### src/rtl/nt_monitor_pkg.sv
// Shared state encoding, MISR defaults and counter helper for the Nt-node activity monitor.
package nt_monitor_pkg;

  typedef enum logic [1:0] {
    IDLE    = 2'd0,
    ARM     = 2'd1,
    OBSERVE = 2'd2,
    HOLD    = 2'd3
  } state_t;

  localparam logic [15:0] DEF_SIG_POLY = 16'h1021;
  localparam logic [15:0] DEF_SIG_SEED = 16'hFFFF;

  function automatic logic [31:0] sat_inc(input logic [31:0] val, input logic [31:0] max_val);
    return (val >= max_val) ? val : val + 32'd1;
  endfunction

endpackage

### src/rtl/nt_node_activity_monitor_if.sv
// Observation/readout bundle between the activity monitor and its stimulus and collection logic.
interface nt_node_activity_monitor_if #(
  parameter int CNT_W = 16,
  parameter int SIG_W = 16
);

  logic             node_in;
  logic             en;
  logic             win_start;
  logic             rd_req;
  logic             rd_ack;
  logic             busy;
  logic             done;
  logic [CNT_W-1:0] toggle_cnt;
  logic [CNT_W-1:0] low_cnt;
  logic [SIG_W-1:0] signature;
  logic             rare_flag;

  modport master (
    output node_in, en, win_start, rd_req,
    input  rd_ack, busy, done, toggle_cnt, low_cnt, signature, rare_flag
  );

  modport slave (
    input  node_in, en, win_start, rd_req,
    output rd_ack, busy, done, toggle_cnt, low_cnt, signature, rare_flag
  );

endinterface

### src/rtl/nt_misr.sv
// Serial-input MISR compacting one sampled bit per enabled cycle; result visible one cycle after the shift.
// load wins over shift_en; no backpressure, the caller gates shift_en.
module nt_misr
  import nt_monitor_pkg::*;
#(
  parameter int             SIG_W    = 16,
  parameter logic [SIG_W-1:0] SIG_POLY = SIG_W'(DEF_SIG_POLY),
  parameter logic [SIG_W-1:0] SIG_SEED = SIG_W'(DEF_SIG_SEED)
) (
  input  logic             core_clk,
  input  logic             arst_n,
  input  logic             load,
  input  logic             shift_en,
  input  logic             din,
  output logic [SIG_W-1:0] sig
);

  logic [SIG_W-1:0] feedback;
  logic [SIG_W-1:0] sig_next;

  always_comb begin
    feedback = sig[SIG_W-1] ? SIG_POLY : '0;
    sig_next = {sig[SIG_W-2:0], 1'b0} ^ feedback ^ {{(SIG_W-1){1'b0}}, din};
  end

  always_ff @(posedge core_clk or negedge arst_n) begin
    if (!arst_n) begin
      sig <= '0;
    end else if (load) begin
      sig <= SIG_SEED;
    end else if (shift_en) begin
      sig <= sig_next;
    end
  end

endmodule

### src/rtl/nt_node_activity_monitor.sv
// Windowed toggle/low counter and MISR on one Nt-node output; done 2+WINDOW cycles after win_start (+1 per en=0 cycle).
// en=0 pauses the window; results held until rd_req, acknowledged by a one-cycle rd_ack.
module nt_node_activity_monitor
  import nt_monitor_pkg::*;
#(
  parameter int               WINDOW      = 256,
  parameter int               CNT_W       = 16,
  parameter int               SIG_W       = 16,
  parameter logic [SIG_W-1:0] SIG_POLY    = SIG_W'(DEF_SIG_POLY),
  parameter logic [SIG_W-1:0] SIG_SEED    = SIG_W'(DEF_SIG_SEED),
  parameter int               RARE_THRESH = 4
) (
  input  logic                        I1294,
  input  logic                        I1301,
  nt_node_activity_monitor_if.slave   mon
);

  localparam int               WIN_W   = $clog2(WINDOW + 1);
  localparam logic [CNT_W-1:0] CNT_MAX = '1;

  state_t           state_q;
  state_t           state_d;
  logic             node_q;
  logic             node_qq;
  logic [WIN_W-1:0] win_q;
  logic [CNT_W-1:0] toggle_q;
  logic [CNT_W-1:0] low_q;
  logic [SIG_W-1:0] sig;
  logic             busy_q;
  logic             done_q;
  logic             rd_ack_q;
  logic             sample;
  logic             win_last;

  // Two-stage input capture runs in every state so the first sample has a real predecessor.
  always_ff @(posedge I1294 or negedge I1301) begin
    if (!I1301) begin
      node_q  <= 1'b0;
      node_qq <= 1'b0;
    end else begin
      node_q  <= mon.node_in;
      node_qq <= node_q;
    end
  end

  assign sample   = (state_q == OBSERVE) && mon.en;
  assign win_last = (win_q == WIN_W'(WINDOW - 1));

  always_comb begin
    state_d = state_q;
    case (state_q)
      IDLE:    if (mon.win_start)       state_d = ARM;
      ARM:                              state_d = OBSERVE;
      OBSERVE: if (sample && win_last)  state_d = HOLD;
      HOLD:    if (mon.rd_req)          state_d = IDLE;
      default:                          state_d = IDLE;
    endcase
  end

  always_ff @(posedge I1294 or negedge I1301) begin
    if (!I1301) begin
      state_q  <= IDLE;
      busy_q   <= 1'b0;
      done_q   <= 1'b0;
      rd_ack_q <= 1'b0;
    end else begin
      state_q  <= state_d;
      busy_q   <= (state_d == ARM) || (state_d == OBSERVE);
      done_q   <= (state_d == HOLD);
      rd_ack_q <= (state_q == HOLD) && mon.rd_req;
    end
  end

  always_ff @(posedge I1294 or negedge I1301) begin
    if (!I1301) begin
      win_q    <= '0;
      toggle_q <= '0;
      low_q    <= '0;
    end else if (state_q == ARM) begin
      win_q    <= '0;
      toggle_q <= '0;
      low_q    <= '0;
    end else if (sample) begin
      win_q <= win_q + WIN_W'(1);
      if (node_q != node_qq) begin
        toggle_q <= CNT_W'(sat_inc(32'(toggle_q), 32'(CNT_MAX)));
      end
      if (!node_q) begin
        low_q <= CNT_W'(sat_inc(32'(low_q), 32'(CNT_MAX)));
      end
    end
  end

  nt_misr #(
    .SIG_W    (SIG_W),
    .SIG_POLY (SIG_POLY),
    .SIG_SEED (SIG_SEED)
  ) u_misr (
    .core_clk (I1294),
    .arst_n   (I1301),
    .load     (state_q == ARM),
    .shift_en (sample),
    .din      (node_q),
    .sig      (sig)
  );

  assign mon.busy       = busy_q;
  assign mon.done       = done_q;
  assign mon.rd_ack     = rd_ack_q;
  assign mon.toggle_cnt = toggle_q;
  assign mon.low_cnt    = low_q;
  assign mon.signature  = sig;
  assign mon.rare_flag  = done_q && (32'(low_q) < 32'(RARE_THRESH));

endmodule

### src/flat_wrapper.sv
// flat-port wrapper written by rule: the top's interface ports become plain ports
module nt_node_activity_monitor_flat import nt_monitor_pkg::*;
#(
  parameter int               WINDOW      = 256,
  parameter int               CNT_W       = 16,
  parameter int               SIG_W       = 16,
  parameter logic [SIG_W-1:0] SIG_POLY    = SIG_W'(DEF_SIG_POLY),
  parameter logic [SIG_W-1:0] SIG_SEED    = SIG_W'(DEF_SIG_SEED),
  parameter int               RARE_THRESH = 4
)
  (I1294, I1301, mon_node_in, mon_en, mon_win_start, mon_rd_req, mon_rd_ack, mon_busy, mon_done, mon_toggle_cnt, mon_low_cnt, mon_signature, mon_rare_flag);
  nt_node_activity_monitor_if #(.CNT_W(CNT_W), .SIG_W(SIG_W)) mon_i ();
  input  logic I1294;
  input  logic I1301;
  input wire logic [$bits(mon_i.node_in)-1:0] mon_node_in;
  input wire logic [$bits(mon_i.en)-1:0] mon_en;
  input wire logic [$bits(mon_i.win_start)-1:0] mon_win_start;
  input wire logic [$bits(mon_i.rd_req)-1:0] mon_rd_req;
  output wire logic [$bits(mon_i.rd_ack)-1:0] mon_rd_ack;
  output wire logic [$bits(mon_i.busy)-1:0] mon_busy;
  output wire logic [$bits(mon_i.done)-1:0] mon_done;
  output wire logic [$bits(mon_i.toggle_cnt)-1:0] mon_toggle_cnt;
  output wire logic [$bits(mon_i.low_cnt)-1:0] mon_low_cnt;
  output wire logic [$bits(mon_i.signature)-1:0] mon_signature;
  output wire logic [$bits(mon_i.rare_flag)-1:0] mon_rare_flag;
  assign mon_i.node_in = mon_node_in;
  assign mon_i.en = mon_en;
  assign mon_i.win_start = mon_win_start;
  assign mon_i.rd_req = mon_rd_req;
  assign mon_rd_ack = mon_i.rd_ack;
  assign mon_busy = mon_i.busy;
  assign mon_done = mon_i.done;
  assign mon_toggle_cnt = mon_i.toggle_cnt;
  assign mon_low_cnt = mon_i.low_cnt;
  assign mon_signature = mon_i.signature;
  assign mon_rare_flag = mon_i.rare_flag;
  nt_node_activity_monitor #(.WINDOW(WINDOW), .CNT_W(CNT_W), .SIG_W(SIG_W), .SIG_POLY(SIG_POLY), .SIG_SEED(SIG_SEED), .RARE_THRESH(RARE_THRESH)) u_core (.I1294(I1294), .I1301(I1301), .mon(mon_i));
endmodule
### config.mk
export PLATFORM = sky130hd
export DESIGN_NAME = nt_node_activity_monitor_flat
export DESIGN_NICKNAME = d
export VERILOG_FILES = /design/src/rtl/nt_monitor_pkg.sv /design/src/rtl/nt_node_activity_monitor_if.sv /design/src/rtl/nt_misr.sv /design/src/rtl/nt_node_activity_monitor.sv /design/src/flat_wrapper.sv
export SDC_FILE = /design/constraint.sdc
export NUM_CORES = 1
export LEC_CHECK = 0
export ABC_AREA = 1
export CAP_MARGIN = 20
export CORE_MARGIN = 2
export CORE_UTILIZATION = 50
export CTS_BUF_LIST = sky130_fd_sc_hd__clkbuf_8
export DETAILED_ROUTE_END_ITERATION = 8
export PLACE_DENSITY = 0.85
export SYNTH_ARGS = -nofsm -noshare
export SYNTH_HDL_FRONTEND = slang
export SYNTH_SLANG_ARGS = --single-unit
### constraint.sdc
create_clock -name I1294 -period 3.35 [get_ports I1294]
set_input_delay 1.005 -clock I1294 [delete_from_list [all_inputs] [get_ports I1294]]
set_output_delay 1.005 -clock I1294 [all_outputs]
set_load 0.005 [all_outputs]
==> results.cfg, run 1 <==
[status]
status = completed

[power]
p_clk_share_pct = 27.4
p_per_area_mw_per_mm2 = 654.7
peakVddDrop_mv = 0.4597
switchingPower_mw = 0.9744
power.leakage_nw = 1.995
switching_share_pct = 34.57
combPwrFrac_pct = 32.3
seq_power_share_pct = 40.2
internal-power_mw = 1.844

[timing]
hold_viol_final = 0
slew_headroom_pct = 67.60
final_max_slew_viol_count = 0
timing.fmax_ghz = 0.3477
fin_skew_ns = 0.01528
period_minus_slack_ns = 2.876
setup_violations = 0
setup_slack_ns = 0.4739
rsz0062_at_grt = false
tns_ns = 0
worstMarginPinSlew_ns = 0.4848
finalCritPeriodShare_pct = 85.85

[floorplanning]
coreArea_mm2 = 0.006719
rows = 30
die_y_um = 86.96
die-area_mm2 = 0.007561
die_w_um = 86.96
initial_utilization_pct = 51.21
num_io_pins = 58

[clock_network]
cts_made_buffers = 9
clkLatencyLatePin_ns = 0.36
path_clk_slew_ns = 0.08
cts.repair.resized = 0
clock_path_buffers = 2
cts_setup_buffers = 0
h-tree-depth = 3
cts_tree = yes
holdBufCountCts = 0
cts_sinks = 64
clock-root-buffer = clkbuf_8

[layout]
n_antenna_cell = 0
nFillCells = 535
final_cell_mix = nand2_1 (141), dfrtp_1 (64), clkdlybuf4s50_1 (56)
nets = 502
fin_util_pct = 64.08
mostFrequentLayoutCell = nand2_1
drive_gt1_share_pct = 9.274
synthToLayoutAreaGrowth_pct = 25.13

[global_routing]
grt_usage_pct = 21.86
grt_overflow = 0
grt_max_degree = 44
grt_pass1_wl_um = 12900
antenna_found_initial = 0
grt_pass1_vias = 2831

[worst_setup_path]
rr_endpoint = u_core.mon.busy
arrival_ns = 1.87
critPathLaunchType = register
worst_setup_path_end_kind = output pin
ff2ff_path_depth = 9
worstPathRequired_ns = 2.34
critPathMaxFanout = 7
rrSetupSlack_ns = 1.41
path_class = register to output pin
worstReg2RegStart = u_core.win_q[0]

[worst_hold_path]
hold-path-endpoint = u_core.node_qq
hp-start = u_core.node_q
hold_depth = 0
hold_path.class = register to register

[placed_design]
numPortBuffers = 57
post-dp-hpwl_um = 5520
place_congestion = 0.9189
place_ws_ns = 0.5284

[route]
wire_per_inst_um = 13.72
dr.first_iter.drc_count = 253
route.detailed.drc = 0
routed-via-count = 3175
avgViaCountPerCell = 5.512
ant_nets = 0
drt_wl_total_um = 7905
drt_pass1_iterations = 5

[synth]
synth_seq_cells = 64
synth_area_mm2 = 0.003441
syn_avg_cell_area_um2 = 8.002
ys_types = 33
yosysSeqAreaShare_pct = 46.55
yosysWarningCount = 0
synth_fp_nets = 441
syn-instance-count = 430

[run]
maxCapViolations = 0
routing by layer:
layer | wire length [µm] | track usage [%] | part of all wire [%]
met3 | 392 | 4.645 | 5.0
met4 | 167 | 10.37 | 2.1
met1 | 3525 | 28.97 | 45
met2 | 3819 | 34.21 | 48
met5 | 0 | 0 | 0
through the flow:
stage / cells / area, µm² / power [mW] / hold WS [ns]
5_1_grt: 576 / 4305 / 2.991 / 0.4982
3_3_place_gp: 559 / 4056 / 2.008 / 0.4541
6_report: 576 / 4305 / 2.819 / 0.4885
3_5_place_dp: 559 / 4056 / 2.048 / 0.4489
4_1_cts: 575 / 4285 / 2.830 / 0.4861
2_1_floorplan: 430 / 3441 / 1.627 / 0.4111
worst max-delay path, cell delays in order, from the launching register on:
cell and delay, ns:
dfrtp_1 0.46, nor4_1 0.31, nand3_1 0.11, nor2_1 0.12
clkdlybuf4s50_1 0.52
cells by family (layout without fill, tap and decap cells):
group | Yosys count | count (layout) | synth area share [%]
simple gates | 259 | 259 | 35.05
flops | 64 | 64 | 46.55
buf+inv | 54 | 120 | 6.727
compound gates | 42 | 42 | 8.328
xor+xnor | 6 | 6 | 1.527
fa+ha+maj | 5 | 5 | 1.818
layout make-up:
class,count,area [µm²],share of cell area [%]
Multi-Input combinational cell,312,1608,37.34
Sequential cell,64,1602,37.20
Timing Repair Buffer,60,600.6,13.95
Inverter,44,166.4,3.865
Clock buffer,10,137.6,3.197
Tap cell,80,100.1,2.325
Clock inverter,6,91.34,2.121
cells in the mapped netlist:
library cell	instances	area [µm²]
nand3b_1	1	7.510
o211ai_1	3	22.52
o22ai_1	1	6.260
buf_6	2	22.52
o21bai_1	8	60.06
ha_1	5	62.56
clkbuf_1	2	7.510
nor2_8	1	20.02
nor2_2	2	12.51
nand2_1	141	529.3
a22o_1	1	8.760
xor2_1	6	52.55
nand3_4	1	17.52
a21oi_1	2	10.01
nor2_4	7	78.83
nand3_1	18	90.09
buf_2	4	20.02
nor2_1	40	150.1
nand2_2	4	25.02
a32oi_1	3	26.28
or2_2	6	37.54
inv_2	3	11.26
a32o_1	1	10.01
a22oi_1	11	82.58
nand4_1	32	200.2
nand3_2	1	10.01
o21ai_0	12	60.06
buf_4	2	15.01
nor3_1	3	15.01
dfrtp_1	64	1602
inv_1	40	150.1
clkinv_2	1	5.000
nor4_1	2	12.51
power by group through the flow:
stage / clock (mW) / sequential [mW] / combinational (mW)
2_1_floorplan: 0 / 1.11 / 0.515
3_3_place_gp: 0 / 1.13 / 0.875
3_5_place_dp: 0 / 1.14 / 0.904
4_1_cts: 0.786 / 1.13 / 0.914
5_1_grt: 0.824 / 1.16 / 1.01
6_report: 0.773 / 1.13 / 0.911
worst max path at each step:
stage | from | to | slack, ns | cells after the start
after floorplan | u_core.mon.low_cnt[2] | mon_rare_flag | 1.40 | 4
after global placement | mon_en | u_core.mon.toggle_cnt[11] | 0.60 | 8
after detailed placement | mon_en | u_core.mon.toggle_cnt[8] | 0.53 | 8
after CTS | u_core.mon.low_cnt[8] | mon_rare_flag | 0.46 | 4
after global routing | u_core.mon.low_cnt[8] | mon_rare_flag | 0.37 | 4
final | u_core.mon.low_cnt[8] | mon_rare_flag | 0.47 | 4
sequential cells by signal (all words and copies together) (netlist names):
name / count
u_core.u_misr.sig: 16
u_core.mon.low_cnt: 16
u_core.mon.toggle_cnt: 16
u_core.win_q: 9
u_core.node_q: 1
u_core.node_qq: 1
u_core.mon.rd_ack: 1
u_core.mon.done: 1
u_core.state_q: 2
u_core.mon.busy: 1
No activity file was read; power rests on OpenSTA's default activity.
==> run 2: changes to the inputs <==
CTS_CLUSTER_SIZE = 12   (was not set)
==> results of run 2 <==
The final DEF is identical to that of run 1; final timing and power are the same.
